--- config.mk ---
export PLATFORM = sky130hd
export DESIGN_NAME = invader_renderer
export DESIGN_NICKNAME = d
export VERILOG_FILES = /design/src/rtl/invader_renderer.sv
export SDC_FILE = /design/constraint.sdc
export NUM_CORES = 1
export LEC_CHECK = 0
export BUFFER_PORTS_ARGS = -buffer_cell sky130_fd_sc_hd__buf_2
export CORE_UTILIZATION = 46
export DETAILED_ROUTE_END_ITERATION = 7
export PLACE_DENSITY_LB_ADDON = 0.08
export SYNTH_ARGS = -nofsm -noshare
export SYNTH_HDL_FRONTEND = slang
export SYNTH_SLANG_ARGS = --single-unit
--- constraint.sdc ---
create_clock -name clk -period 4.9 [get_ports clk]
set_clock_uncertainty 0.2 [all_clocks]
set_input_delay 0.245 -clock clk [delete_from_list [all_inputs] [get_ports clk]]
set_output_delay 0.245 -clock clk [all_outputs]
set_load 0.05 [all_outputs]
--- src/rtl/invader_renderer.sv ---
// Pixel-colour source for the VGA stage: owns the 5x11 invader formation (alive map,
// position, march state) and returns an RRRGGGBB colour per pixel through a 2-stage pipeline.
module invader_renderer #(
  parameter int ROWS     = 5,
  parameter int COLS     = 11,
  parameter int CELL_W   = 24,
  parameter int CELL_H   = 16,
  parameter int SPR_W    = 16,
  parameter int SPR_H    = 8,
  parameter int START_X  = 64,
  parameter int START_Y  = 48,
  parameter int STEP_X   = 8,
  parameter int DROP_Y   = 8,
  parameter int MOVE_DIV = 30,
  parameter int SCREEN_W = 640,
  parameter int BOTTOM_Y = 400
) (
  input  logic       clk,
  input  logic       rst,
  input  logic       pixel_en,
  input  logic [9:0] hpos,
  input  logic [9:0] vpos,
  input  logic       video_on,
  input  logic       frame_tick,
  input  logic       kill_valid,
  input  logic [2:0] kill_row,
  input  logic [3:0] kill_col,
  output logic [7:0] color,
  output logic [9:0] formation_x,
  output logic [9:0] formation_y,
  output logic [5:0] alive_count,
  output logic       all_dead,
  output logic       landed
);

  localparam int N     = ROWS * COLS;
  localparam int IDX_W = $clog2(N);
  localparam int CNT_W = (MOVE_DIV > 1) ? $clog2(MOVE_DIV) : 1;

  localparam logic signed [10:0] BOX_W_S = 11'(COLS * CELL_W);
  localparam logic signed [10:0] BOX_H_S = 11'(ROWS * CELL_H);
  localparam logic [9:0]  CELL_W10  = 10'(CELL_W);
  localparam logic [9:0]  CELL_H10  = 10'(CELL_H);
  localparam logic [9:0]  SPR_W10   = 10'(SPR_W);
  localparam logic [9:0]  SPR_H10   = 10'(SPR_H);
  localparam logic [9:0]  STEP10    = 10'(STEP_X);
  localparam logic [9:0]  DROP10    = 10'(DROP_Y);
  localparam logic [10:0] EDGE_ADD  = 11'(STEP_X + COLS * CELL_W - (CELL_W - SPR_W));
  localparam logic [10:0] SCREEN11  = 11'(SCREEN_W);
  localparam logic [10:0] BOX_H11   = 11'(ROWS * CELL_H);
  localparam logic [10:0] BOTTOM11  = 11'(BOTTOM_Y);
  localparam logic [CNT_W-1:0] CNT_LAST = CNT_W'(MOVE_DIV - 1);

  typedef enum logic {
    MARCH,
    FROZEN
  } march_state_t;

  march_state_t state, state_next;

  logic [N-1:0]     alive;
  logic [5:0]       alive_cnt;
  logic [9:0]       pos_x, pos_y, x_next, y_next;
  logic             dir_left, dir_next;
  logic [CNT_W-1:0] frame_cnt, cnt_next;

  // Stage 1 geometry: offset from formation origin, then cell and in-sprite position.
  logic signed [10:0] dx, dy;
  logic [9:0]         dx_u, dy_u, rem_x, rem_y;
  logic [3:0]         col_c;
  logic [2:0]         row_c;
  logic               in_box_c, in_spr_c;

  assign dx   = $signed({1'b0, hpos}) - $signed({1'b0, pos_x});
  assign dy   = $signed({1'b0, vpos}) - $signed({1'b0, pos_y});
  assign dx_u = dx[9:0];
  assign dy_u = dy[9:0];

  always_comb begin
    in_box_c = (dx >= 11'sd0) && (dx < BOX_W_S) && (dy >= 11'sd0) && (dy < BOX_H_S);
    col_c    = '0;
    row_c    = '0;
    rem_x    = '0;
    rem_y    = '0;
    if (in_box_c) begin
      col_c = 4'(dx_u / CELL_W10);
      row_c = 3'(dy_u / CELL_H10);
      rem_x = dx_u - 10'(col_c) * CELL_W10;
      rem_y = dy_u - 10'(row_c) * CELL_H10;
    end
    in_spr_c = (rem_x < SPR_W10) && (rem_y < SPR_H10);
  end

  logic [2:0] row_q;
  logic [3:0] col_q;
  logic       in_box_q, in_spr_q, von_q;

  always_ff @(posedge clk) begin
    if (rst) begin
      row_q    <= '0;
      col_q    <= '0;
      in_box_q <= 1'b0;
      in_spr_q <= 1'b0;
      von_q    <= 1'b0;
    end else if (pixel_en) begin
      row_q    <= row_c;
      col_q    <= col_c;
      in_box_q <= in_box_c;
      in_spr_q <= in_spr_c;
      von_q    <= video_on;
    end
  end

  // Stage 2: the alive map is looked up here so a kill shows on the very next pixel.
  logic [IDX_W-1:0] pix_idx;
  logic             lit;
  logic [7:0]       color_c;

  assign pix_idx = IDX_W'(row_q) * IDX_W'(COLS) + IDX_W'(col_q);
  assign lit     = von_q & in_box_q & in_spr_q & alive[pix_idx];

  always_comb begin
    color_c = 8'h00;
    if (lit) begin
      if (row_q == 3'd0)      color_c = 8'b111_000_11;
      else if (row_q <= 3'd2) color_c = 8'b000_111_11;
      else                    color_c = 8'b000_111_00;
    end
  end

  always_ff @(posedge clk) begin
    if (rst)           color <= 8'h00;
    else if (pixel_en) color <= color_c;
  end

  logic [IDX_W-1:0] kill_idx;
  logic             kill_ok, kill_hit;

  assign kill_idx = IDX_W'(kill_row) * IDX_W'(COLS) + IDX_W'(kill_col);
  assign kill_ok  = kill_valid && (kill_row < 3'(ROWS)) && (kill_col < 4'(COLS));
  assign kill_hit = kill_ok && alive[kill_idx];

  always_ff @(posedge clk) begin
    if (rst) begin
      alive     <= '1;
      alive_cnt <= 6'(N);
    end else if (kill_hit) begin
      alive[kill_idx] <= 1'b0;
      alive_cnt       <= alive_cnt - 6'd1;
    end
  end

  assign all_dead = (alive_cnt == 6'd0);
  assign landed   = ({1'b0, pos_y} + BOX_H11) >= BOTTOM11;

  // March: freezing takes priority over a coincident frame tick; a bounce drops instead of stepping.
  always_comb begin
    state_next = state;
    x_next     = pos_x;
    y_next     = pos_y;
    dir_next   = dir_left;
    cnt_next   = frame_cnt;
    case (state)
      MARCH: begin
        if (all_dead || landed) begin
          state_next = FROZEN;
        end else if (frame_tick) begin
          if (frame_cnt == CNT_LAST) begin
            cnt_next = '0;
            if (!dir_left) begin
              if (({1'b0, pos_x} + EDGE_ADD) > SCREEN11) begin
                y_next   = pos_y + DROP10;
                dir_next = 1'b1;
              end else begin
                x_next = pos_x + STEP10;
              end
            end else begin
              if (pos_x < STEP10) begin
                y_next   = pos_y + DROP10;
                dir_next = 1'b0;
              end else begin
                x_next = pos_x - STEP10;
              end
            end
          end else begin
            cnt_next = frame_cnt + CNT_W'(1);
          end
        end
      end
      FROZEN: state_next = FROZEN;
      default: state_next = MARCH;
    endcase
  end

  always_ff @(posedge clk) begin
    if (rst) begin
      state     <= MARCH;
      pos_x     <= 10'(START_X);
      pos_y     <= 10'(START_Y);
      dir_left  <= 1'b0;
      frame_cnt <= '0;
    end else begin
      state     <= state_next;
      pos_x     <= x_next;
      pos_y     <= y_next;
      dir_left  <= dir_next;
      frame_cnt <= cnt_next;
    end
  end

  assign formation_x = pos_x;
  assign formation_y = pos_y;
  assign alive_count = alive_cnt;

endmodule
==> results of run 1 <==
critical path: cells and delay by family, from the launching register on:
kind | cells | cell delay, ns
simple gates | 4 | 0.51
fa+ha+maj | 1 | 0.28
xor+xnor | 1 | 0.20
mux | 1 | 0.08
flops | 1 | 0.36
buf+inv | 22 | 2.70
compound gates | 4 | 0.74
layout make-up:
| class | count | share of cell area, % |
|---|---|---|
| diodes | 1 | 0.0281 |
| multi-input cells | 651 | 56.7 |
| repair buffers | 160 | 12.0 |
| clock buffers | 10 | 2.81 |
| inverters | 75 | 3.36 |
| well taps | 211 | 2.97 |
| flip-flops and latches | 95 | 21.6 |
| clock inverters | 5 | 0.464 |
power by group:
part / leakage (nW) / switching, mW / internal, mW
combinational: 2.88 / 0.590 / 0.488
clock: 0.142 / 0.315 / 0.377
sequential: 0.774 / 0.0104 / 0.781
total: 3.80 / 0.915 / 1.65
per-layer routing:
layer	vias to the layer above	track usage [%]
met2	178	44.3
met4	0	7.49
li1	3272	-
met3	27	3.89
met5	-	0
met1	3274	34.2
how the worst max path moves through the flow:
stage                to  slack (ns)  cells past startpoint
2_1_floorplan  in_spr_q       -0.22                     25
3_3_place_gp   in_spr_q       -0.24                     24
3_5_place_dp   in_spr_q       -0.41                     25
4_1_cts        in_spr_q       -0.20                     24
5_1_grt        in_spr_q       -0.52                     25
6_report       col_q[0]       -0.31                     33
state kept, by name, indices dropped and copies added (netlist names):
name / count
alive: 55
alive_count: 6
col_q: 4
color: 3
dir_left: 1
formation_x: 7
formation_y: 7
frame_cnt: 5
in_box_q: 1
in_spr_q: 1
row_q: 3
state: 1
von_q: 1
cells by family (layout without fill, tap and decap cells):
group / count (synthesis) / in the layout
and+or+nand+nor: 307 / 307
AOI/OAI and AO/OA: 193 / 193
buffers and inverters: 127 / 250
DFF: 95 / 95
adders and majority gates: 67 / 67
xor gates and xnor gates: 41 / 41
muxes: 37 / 37
other: 1 / 7
synthesized netlist by cell type (15+ instances only):
library cell	number
mux2i_1	16
nand2_1	133
o21ai_0	21
nand3_1	16
clkbuf_1	25
a21o_1	33
dfxtp_1	95
nor2_1	68
and3_1	15
xnor2_1	27
buf_4	18
inv_1	71
ha_1	58
a21oi_1	31
mux4_2	17
nor3_1	15
metrics by stage:
step,setup TNS (ns),setup WS (ns)
6_report,-0.593,-0.306
5_1_grt,-0.957,-0.520
4_1_cts,-0.251,-0.198
3_5_place_dp,-0.407,-0.407
3_3_place_gp,-0.241,-0.241
2_1_floorplan,-0.216,-0.216
repair_timing:
action	in CTS	in global routing
hold buffers	1	0
setup buffers	32	2
resized for setup	39	10
endpoints found under the hold margin	1	0
endpoints found under the setup margin	1	2
pin swaps	25	11
layout by cell type (no fill, tap or decap), types with 5 or more instances in the layout:
cell type  netlist  routed
a211oi_1         7       5
mux4_2          17      17
clkbuf_16        0      10
xor2_1          12      12
conb_1           1       6
inv_4            0       5
a211o_1          5       5
o22ai_1         12      12
nor3_1          15      11
nor2_1          68      65
buf_4           18     102
dfxtp_1         95      88
nand2_1        133     132
o211ai_1         5       5
mux2i_1         16      14
inv_1           71      66
nand3_1         16      16
buf_2            8      56
dfxtp_4          0       6
ha_1            58      50
o21ai_0         21      18
o221ai_1         6       6
nor3_2           2       5
fa_1             9       9
a21o_1          33      33
a21oi_2          4       9
a21oi_1         31      26
a2bb2oi_1        6       6
nand2b_1        10       9
and2_1           5       5
a22oi_1          8       7
ha_4             0       7
nand4_1          8       8
and3_1          15      15
o21ai_1          6       7
o21a_1           6       6
xnor2_1         27      27
==> results.toml, run 1 <==
[finish]
final_core_util_pct = 58.3
area_growth_pct = 23.7
register_area_sq_um = 1930
multi_input_area_sq_um = 5050
stdcell_count = 1208
postLayoutCellArea_sq_um = 8900
drive_gt1_share_pct = 27.4
fillers = 1390
nNetsFinal = 1092

[routing]
routed.top_layer = "met4"
wl_met2_microns = 9710
dr.pass1.iters = 5
via_count = 6751
finalWirelength_microns = 20100
wl_met3_microns = 983
dr.first_iter.drc_count = 432
routedWlPerCell_microns = 16.6
post-route-drc-count = 0
wl_met1_microns = 9100
final_antenna_net_count = 0
via_per_inst = 5.59

[yosys]
synth_compound_area_share_pct = 19.5
syn_area_sq_um = 7200
synth_top_cell_by_area = "dfxtp_1"
yosys.area_share.simple_pct = 20.1
synth-seq-cells = 95
synth_xor_area_share_pct = 5.35
avgSynthCellArea_sq_um = 8.29
syn-instance-count = 868
synth_seq_area_share_pct = 26.4
ys.flop_type = "dfxtp_1"
synth_edf_count = 0
synth_top_family_by_area = "simple AND/OR/NAND/NOR gates"
synth_fa_ha_area_share_pct = 12.6
yosysWarnings = 0
synth.area.top_cells = "dfxtp_1, ha_1, nand2_1, mux4_2, inv_1"
synthArstFlopShare_pct = 0
muxShareOfSynthArea_pct = 8.17
netlist.area_leader.share_pct = 26.4
synth_cell_type_count = 86

[clocking]
clockBufferDepth = 2
cts_sinks = 95
cts_tree = "done"
path_clk_slew_ns = 0.07
h-tree-depth = 3
cts-buffers-inserted = 9
insertion_delay_ns = 0.35
cts_root_buf = "clkbuf_16"

[floorplanning]
initial_core_util_pct = 47.2
rows = 45
die_x_microns = 127
die_area_sq_um = 16100
core_region_area_sq_um = 15300
die_y_microns = 127
ios = 69

[placed_design]
io_buffers = 56
placed_cell_area_sq_um = 8090
globalplace.congestion = 0.876
hpwl_microns = 14700
placed_cells = 1157

[critical_path]
worstSetupStartpointType = "flop"
crit_required_ns = 4.91
worst-path-max-fanout = 4
crit_top_cell = "buf_4"
critPathKind = "reg -> reg"
reg2reg_slack_ns = -0.31
reg2reg_from = "formation_x[4]"
arrival_ns = 5.22
timing.rr.end = "col_q[0]"
ff2ff_path_depth = 33
critPathCaptureType = "flop"
slowest_stage = "dfxtp_4"
crit_start = "formation_x[4]"
cpPeakStageDelay_ns = 0.36

[min_path]
min_to = "von_q"
hold_depth = 3
hold_path_class = "in -> reg"
hp-start = "pixel_en"

[sta]
holdWs_ns = 0.0498
worstMarginPinSlew_ns = 1.05
finalHoldViolations = 0
fmax_mhz = 192
maxSlewHeadroom_pct = 29.5
timing.final.ws_setup_ns = -0.306
setup_viol = 2
layout_worst_path_cycle_share_pct = 106
layout_min_cycle_time_ns = 5.21
grt_setup_unrepaired = "true"
drv_slew = 0

[global_route]
grt_overflow = 0
grt_pass1_vias = 6546
grt_usage_pct = 26.0
grt_max_degree = 64
grt_pass1_wl_microns = 33300
grt_antenna_before_repair = 1

[outcome]
violations = "setup timing"
status = "finished, violations left"

[job]
cap_violations = 0

[power]
p_per_area_nw_per_um2 = 288
vdd_drop_max_uv = 276
p_leak_nw = 3.80
p_total_mw = 2.56
(Power assumes the default switching activity.)
==> run 2: changes to the inputs <==
- ABC_AREA: unset -> 1
==> run 2 against run 1 <==
The run now ends clean; flip-flop and latch count unchanged; sequential power about the same; global-route usage is 2.8 points lower; die area shrank 7.9%; combinational power down 27%; routed wire length decreased by 17%; critical path depth decreased by 3; via count down 7.5%; worst hold slack got worse by 0.036 ns; design area fell by 14%; fmax rose by 13%.
==> results.toml, run 2 <==
[finish]
postLayoutCellArea_sq_um = 7630
fillers = 1374
drive_gt1_share_pct = 17.8
largest_register_ffs = 55
area_growth_pct = 15.3
final_common_cell = "nand2_1"
antenna_cells = 0
stdcell_count = 1182
multi_input_area_sq_um = 4250
register_area_sq_um = 1910
nNetsFinal = 1097
final_cell_mix = "nand2_1, inv_1, o21ai_0, dfxtp_1, a21oi_1"
max_flop_register = "alive"

[floorplanning]
initial_core_util_pct = 47.5
rows = 43
ios = 69
die_x_microns = 122
core_region_area_sq_um = 13900
die_y_microns = 122
die_area_sq_um = 14900

[power]
vdd_drop_max_uv = 246
p_leak_nw = 3.49
p_per_area_nw_per_um2 = 302
p_total_mw = 2.31

[placed_design]
globalplace.congestion = 0.871
hpwl_microns = 12500
placed_cells = 1159
io_buffers = 56
placed_cell_area_sq_um = 7120
dp_slack_ns = 0.00986

[routing]
dr.first_iter.drc_count = 459
via_per_inst = 5.28
via_count = 6244
routedWlPerCell_microns = 14.1
final_antenna_net_count = 0
finalWirelength_microns = 16700
dr.pass1.iters = 5
post-route-drc-count = 0

[sta]
layout_worst_path_cycle_share_pct = 93.6
setup_viol = 0
fmax_mhz = 218
timing.final.ws_setup_ns = 0.311
maxSlewHeadroom_pct = 43.9
finalHoldViolations = 0
drv_slew = 0
worstMarginPinSlew_ns = 0.834
layout_min_cycle_time_ns = 4.59

[yosys]
synthArstFlopShare_pct = 0
synth-seq-cells = 95
synth_top_cell_by_area = "dfxtp_1"
avgSynthCellArea_sq_um = 7.09
yosysWarnings = 0
netlist.area_leader.share_pct = 28.7
synth_seq_area_share_pct = 28.7
synth_edf_count = 0
syn-instance-count = 933
syn_area_sq_um = 6620
synth_cell_type_count = 57
ys.flop_type = "dfxtp_1"
yosysMostFrequentCell = "nand2_1"
synthTopCellsByCount = "nand2_1, inv_1, o21ai_0"
synth.area.top_cells = "dfxtp_1, nand2_1, ha_1, o21ai_0, a21oi_1"

[global_route]
grt_pass1_wl_microns = 27300
globalRouteMet2Util_pct = 38.1
grt_max_degree = 49
grt_util_met3_pct = 4.49
grt_pass1_vias = 5579
top_usage_layer = "met2"
grt_overflow = 0
grt_usage_pct = 23.2
grt_antenna_before_repair = 0
gr-usage-met1_pct = 31.2

[job]
cap_violations = 0

[critical_path]
worstSetupStartpointType = "flop"
cpPeakStageDelay_ns = 0.39
crit_required_ns = 4.97
critPathTopFamily = "simple AND/OR/NAND/NOR gates"
arrival_ns = 4.66
critPathCaptureType = "flop"
critPathKind = "reg -> reg"
cp_num_buf_inv = 1
worst-path-max-fanout = 4
slowest_stage = "fa_2"
crit_top_cell = "nand2_1"

[clocking]
clockBufferDepth = 2
cts_root_buf = "clkbuf_16"
h-tree-depth = 3
cts_tree = "done"
cts-buffers-inserted = 9
insertion_delay_ns = 0.35
cts_sinks = 95
path_clk_slew_ns = 0.07

[outcome]
status = "complete, no violations"

[min_path]
hold_path_class = "in -> reg"
run 2: cells by family (layout without fill, tap and decap cells):
family | after synthesis | in the layout | share of synthesized area, %
flip-flops | 95 | 95 | 28.7
adder cells (fa/ha/maj) | 67 | 67 | 13.7
AO/OA/AOI/OAI | 241 | 241 | 20.8
XOR/XNOR | 24 | 24 | 3.52
other | 1 | 6 | 0.0567
buffers and inverters | 156 | 220 | 9.55
AND/OR/NAND/NOR | 349 | 349 | 23.6
run 2: worst paths after layout:
kind | start | to | slack, ns | cells past startpoint
max | formation_x[5] | in_spr_q | 0.31 | 30
min | frame_tick | frame_cnt[0] | 0.01 | 4
max reg2reg | formation_x[5] | in_spr_q | 0.31 | 30
min reg2reg | alive[54] | alive[54] | 0.26 | 2
run 2: metrics by stage:
step           TNS [ns]  util (%)  hold WS, ns
6_report              0      54.8       0.0140
5_1_grt         -0.0351      54.8       0.0244
4_1_cts               0      53.4      0.00987
3_5_place_dp          0      51.1        0.252
3_3_place_gp          0      51.1        0.247
2_1_floorplan         0         -        0.180
run 2: power breakdown:
part | switching, mW | leakage (nW) | internal (mW) | total [mW]
Combinational | 0.496 | 2.57 | 0.292 | 0.788
Sequential | 0.00894 | 0.771 | 0.784 | 0.793
Clock | 0.300 | 0.145 | 0.425 | 0.724
Total | 0.804 | 3.49 | 1.50 | 2.31
run 2: timing repair:
action / in CTS / in global routing
buffers inserted: 0 / 5
hold endpoints to repair: 1 / 0
hold buffers: 2 / 0
gates cloned: 0 / 0
pin swaps: 0 / 16
resized for setup: 1 / 30
endpoints found under the setup margin: 1 / 1
run 2: worst reg2reg max path: cells and delay by family, from the launching register on:
kind | cells | cell delay (ns)
xor+xnor | 1 | 0.15
buf+inv | 1 | 0.06
flops | 1 | 0.35
fa+ha+maj | 4 | 1.20
compound gates | 5 | 0.85
simple gates | 19 | 1.71
run 2: final cells by class:
type                       instances  share of cell area, %
clock buffer                      12                   3.36
clock inverter                     4                  0.705
inverter                         122                   6.03
multi-input combinational        687                   55.7
sequential                        95                   25.0
tap                              180                   2.95
timing repair buffer              82                   6.30
run 2: layer usage:
layer / wire length [microns] / share of wire [%]
met1: 7920 / 47
met2: 7620 / 46
met3: 881 / 5.3
met4: 257 / 1.5
met5: 0 / 0
==> run 3: changes to the inputs <==
- BUFFER_PORTS_ARGS: -buffer_cell sky130_fd_sc_hd__buf_2 -> unset
- CORE_MARGIN: unset -> 4
- DONT_BUFFER_PORTS: unset -> 1
==> run 3 against run 2 <==
The run now ends with DRC left; critical path type unchanged; largest power group unchanged; global-route usage decreased by 1.5 points; core utilization decreased by 1.4 points; critical endpoint unchanged; sequential share of layout area increased by 0.57 points.
==> results.toml, run 3 (synthesized netlist as in run 2, its figures left out) <==
[outcome]
status = "finished, violations left"
violations = "DRC"

[global_route]
grt_max_degree = 69
grt_pass1_wl_microns = 29000
grt_overflow = 0
globalRouteMet2Util_pct = 36.4
top_usage_layer = "met2"
gr-usage-met1_pct = 26.3
grt_antenna_before_repair = 0
grt_pass1_vias = 6003
grt_util_met3_pct = 6.83
grt_usage_pct = 21.8

[routing]
routedWlPerCell_microns = 15.8
dr.first_iter.drc_count = 377
finalWirelength_microns = 17900
via_count = 6333
dr.pass1.iters = 7
post-route-drc-count = 1
via_per_inst = 5.59
final_antenna_net_count = 0

[clocking]
clockBufferDepth = 2
insertion_delay_ns = 0.36
cts_root_buf = "clkbuf_16"
cts_sinks = 95
cts_tree = "done"
h-tree-depth = 3
path_clk_slew_ns = 0.08
cts-buffers-inserted = 9

[power]
p_leak_nw = 3.29
vdd_drop_max_uv = 160
p_per_area_nw_per_um2 = 314
p_total_mw = 2.35

[finish]
drive_gt1_share_pct = 14.1
nNetsFinal = 1047
max_flop_register = "alive"
final_cell_mix = "nand2_1, inv_1, o21ai_0, dfxtp_1, a21oi_1"
postLayoutCellArea_sq_um = 7460
largest_register_ffs = 55
final_common_cell = "nand2_1"
fillers = 1379
area_growth_pct = 12.8
antenna_cells = 0

[floorplanning]
die_y_microns = 128
rows = 43
die_area_sq_um = 16400
core_region_area_sq_um = 14000
ios = 69
initial_core_util_pct = 47.3
die_x_microns = 128

[critical_path]
crit_required_ns = 4.98
critPathKind = "reg -> reg"
critPathTopFamily = "simple AND/OR/NAND/NOR gates"
crit_top_cell = "nand2_2"
cpPeakStageDelay_ns = 0.39
reg2reg_from = "formation_x[4]"
cp_num_buf_inv = 2
critPathCaptureType = "flop"
timing.rr.end = "in_spr_q"
worstSetupStartpointType = "flop"
worst-path-max-fanout = 4
reg2reg_slack_ns = 0.29
arrival_ns = 4.68
ff2ff_path_depth = 32
slowest_stage = "fa_2"

[min_path]
hold_depth = 4
hp-start = "pixel_en"
min_to = "color[4]"
hold_path_class = "in -> reg"

[sta]
worstMarginPinSlew_ns = 0.971
drv_slew = 0
fmax_mhz = 217
layout_min_cycle_time_ns = 4.61
finalHoldViolations = 0
layout_worst_path_cycle_share_pct = 94.0
maxSlewHeadroom_pct = 35.2
setup_viol = 0

[placed_design]
placed_cell_area_sq_um = 6840
io_buffers = 0
globalplace.congestion = 0.923
hpwl_microns = 13200

[job]
cap_violations = 0
run 3: changes by cell type in the layout (fill, tap and decap cells not counted), sizes merged:
cell,previous run,this run
buf,80,28
clkinv,3,4
clkinvlp,2,0
clkbuf,12,9
dlygate4sd3,2,4
inv,120,124
run 3: worst max-delay path by stage:
| stage | start | to | depth (start not counted) |
|---|---|---|---|
| global placement | formation_x[8] | in_spr_q | 27 |
| finish | formation_x[4] | in_spr_q | 32 |
| global route | formation_x[4] | in_spr_q | 32 |
| detailed placement | formation_x[7] | in_spr_q | 29 |
| CTS | formation_x[7] | in_spr_q | 29 |
| floorplan | formation_x[4] | in_spr_q | 29 |
run 3: repair_timing:
| item | CTS | global route |
|---|---|---|
| pin swaps | 0 | 27 |
| setup endpoints to repair | 1 | 1 |
| hold endpoints to repair | 28 | 0 |
| hold buffers | 4 | 0 |
| gates resized for setup | 3 | 41 |
| buffers inserted | 0 | 8 |
run 3: where the power goes:
| group | internal (mW) | switching, mW |
|---|---|---|
| combinational | 0.296 | 0.500 |
| sequential | 0.783 | 0.0181 |
| clock | 0.407 | 0.341 |
| total | 1.49 | 0.859 |
run 3: cell type report:
type,count,area [sq um],area share (%)
clock buffers,9,225,3.02
clock inverters,7,85.1,1.14
inverters,122,465,6.24
multi-input cells,687,4300,57.7
flip-flops and latches,95,1910,25.6
well taps,180,225,3.02
repair buffers,32,250,3.35
run 3: through the flow:
stage	hold slack (ns)	utilization (%)	setup slack [ns]	TNS, ns	cells
2_1_floorplan	0.180	-	0.0334	0	938
3_3_place_gp	0.119	48.9	0.00907	0	1104
3_5_place_dp	0.116	48.9	-0.0812	-0.0812	1104
4_1_cts	0.00951	51.5	0.00310	0	1124
5_1_grt	0.0544	53.4	-0.0965	-0.0965	1132
6_report	0.0177	53.4	0.294	0	1132
run 3: routing by layer:
layer | vias to the layer above | routed length, microns | part of all wire [%]
met5 | - | 0 | 0
met4 | 0 | 546 | 3.0
met3 | 51 | 1340 | 7.5
met2 | 231 | 8450 | 47
met1 | 2906 | 7560 | 42
li1 | 3145 | - | -
run 3: worst min-delay path, delay by kind of cell:
kind	cells	cell delay (ns)
compound gates	1	0.05
simple gates	3	0.23
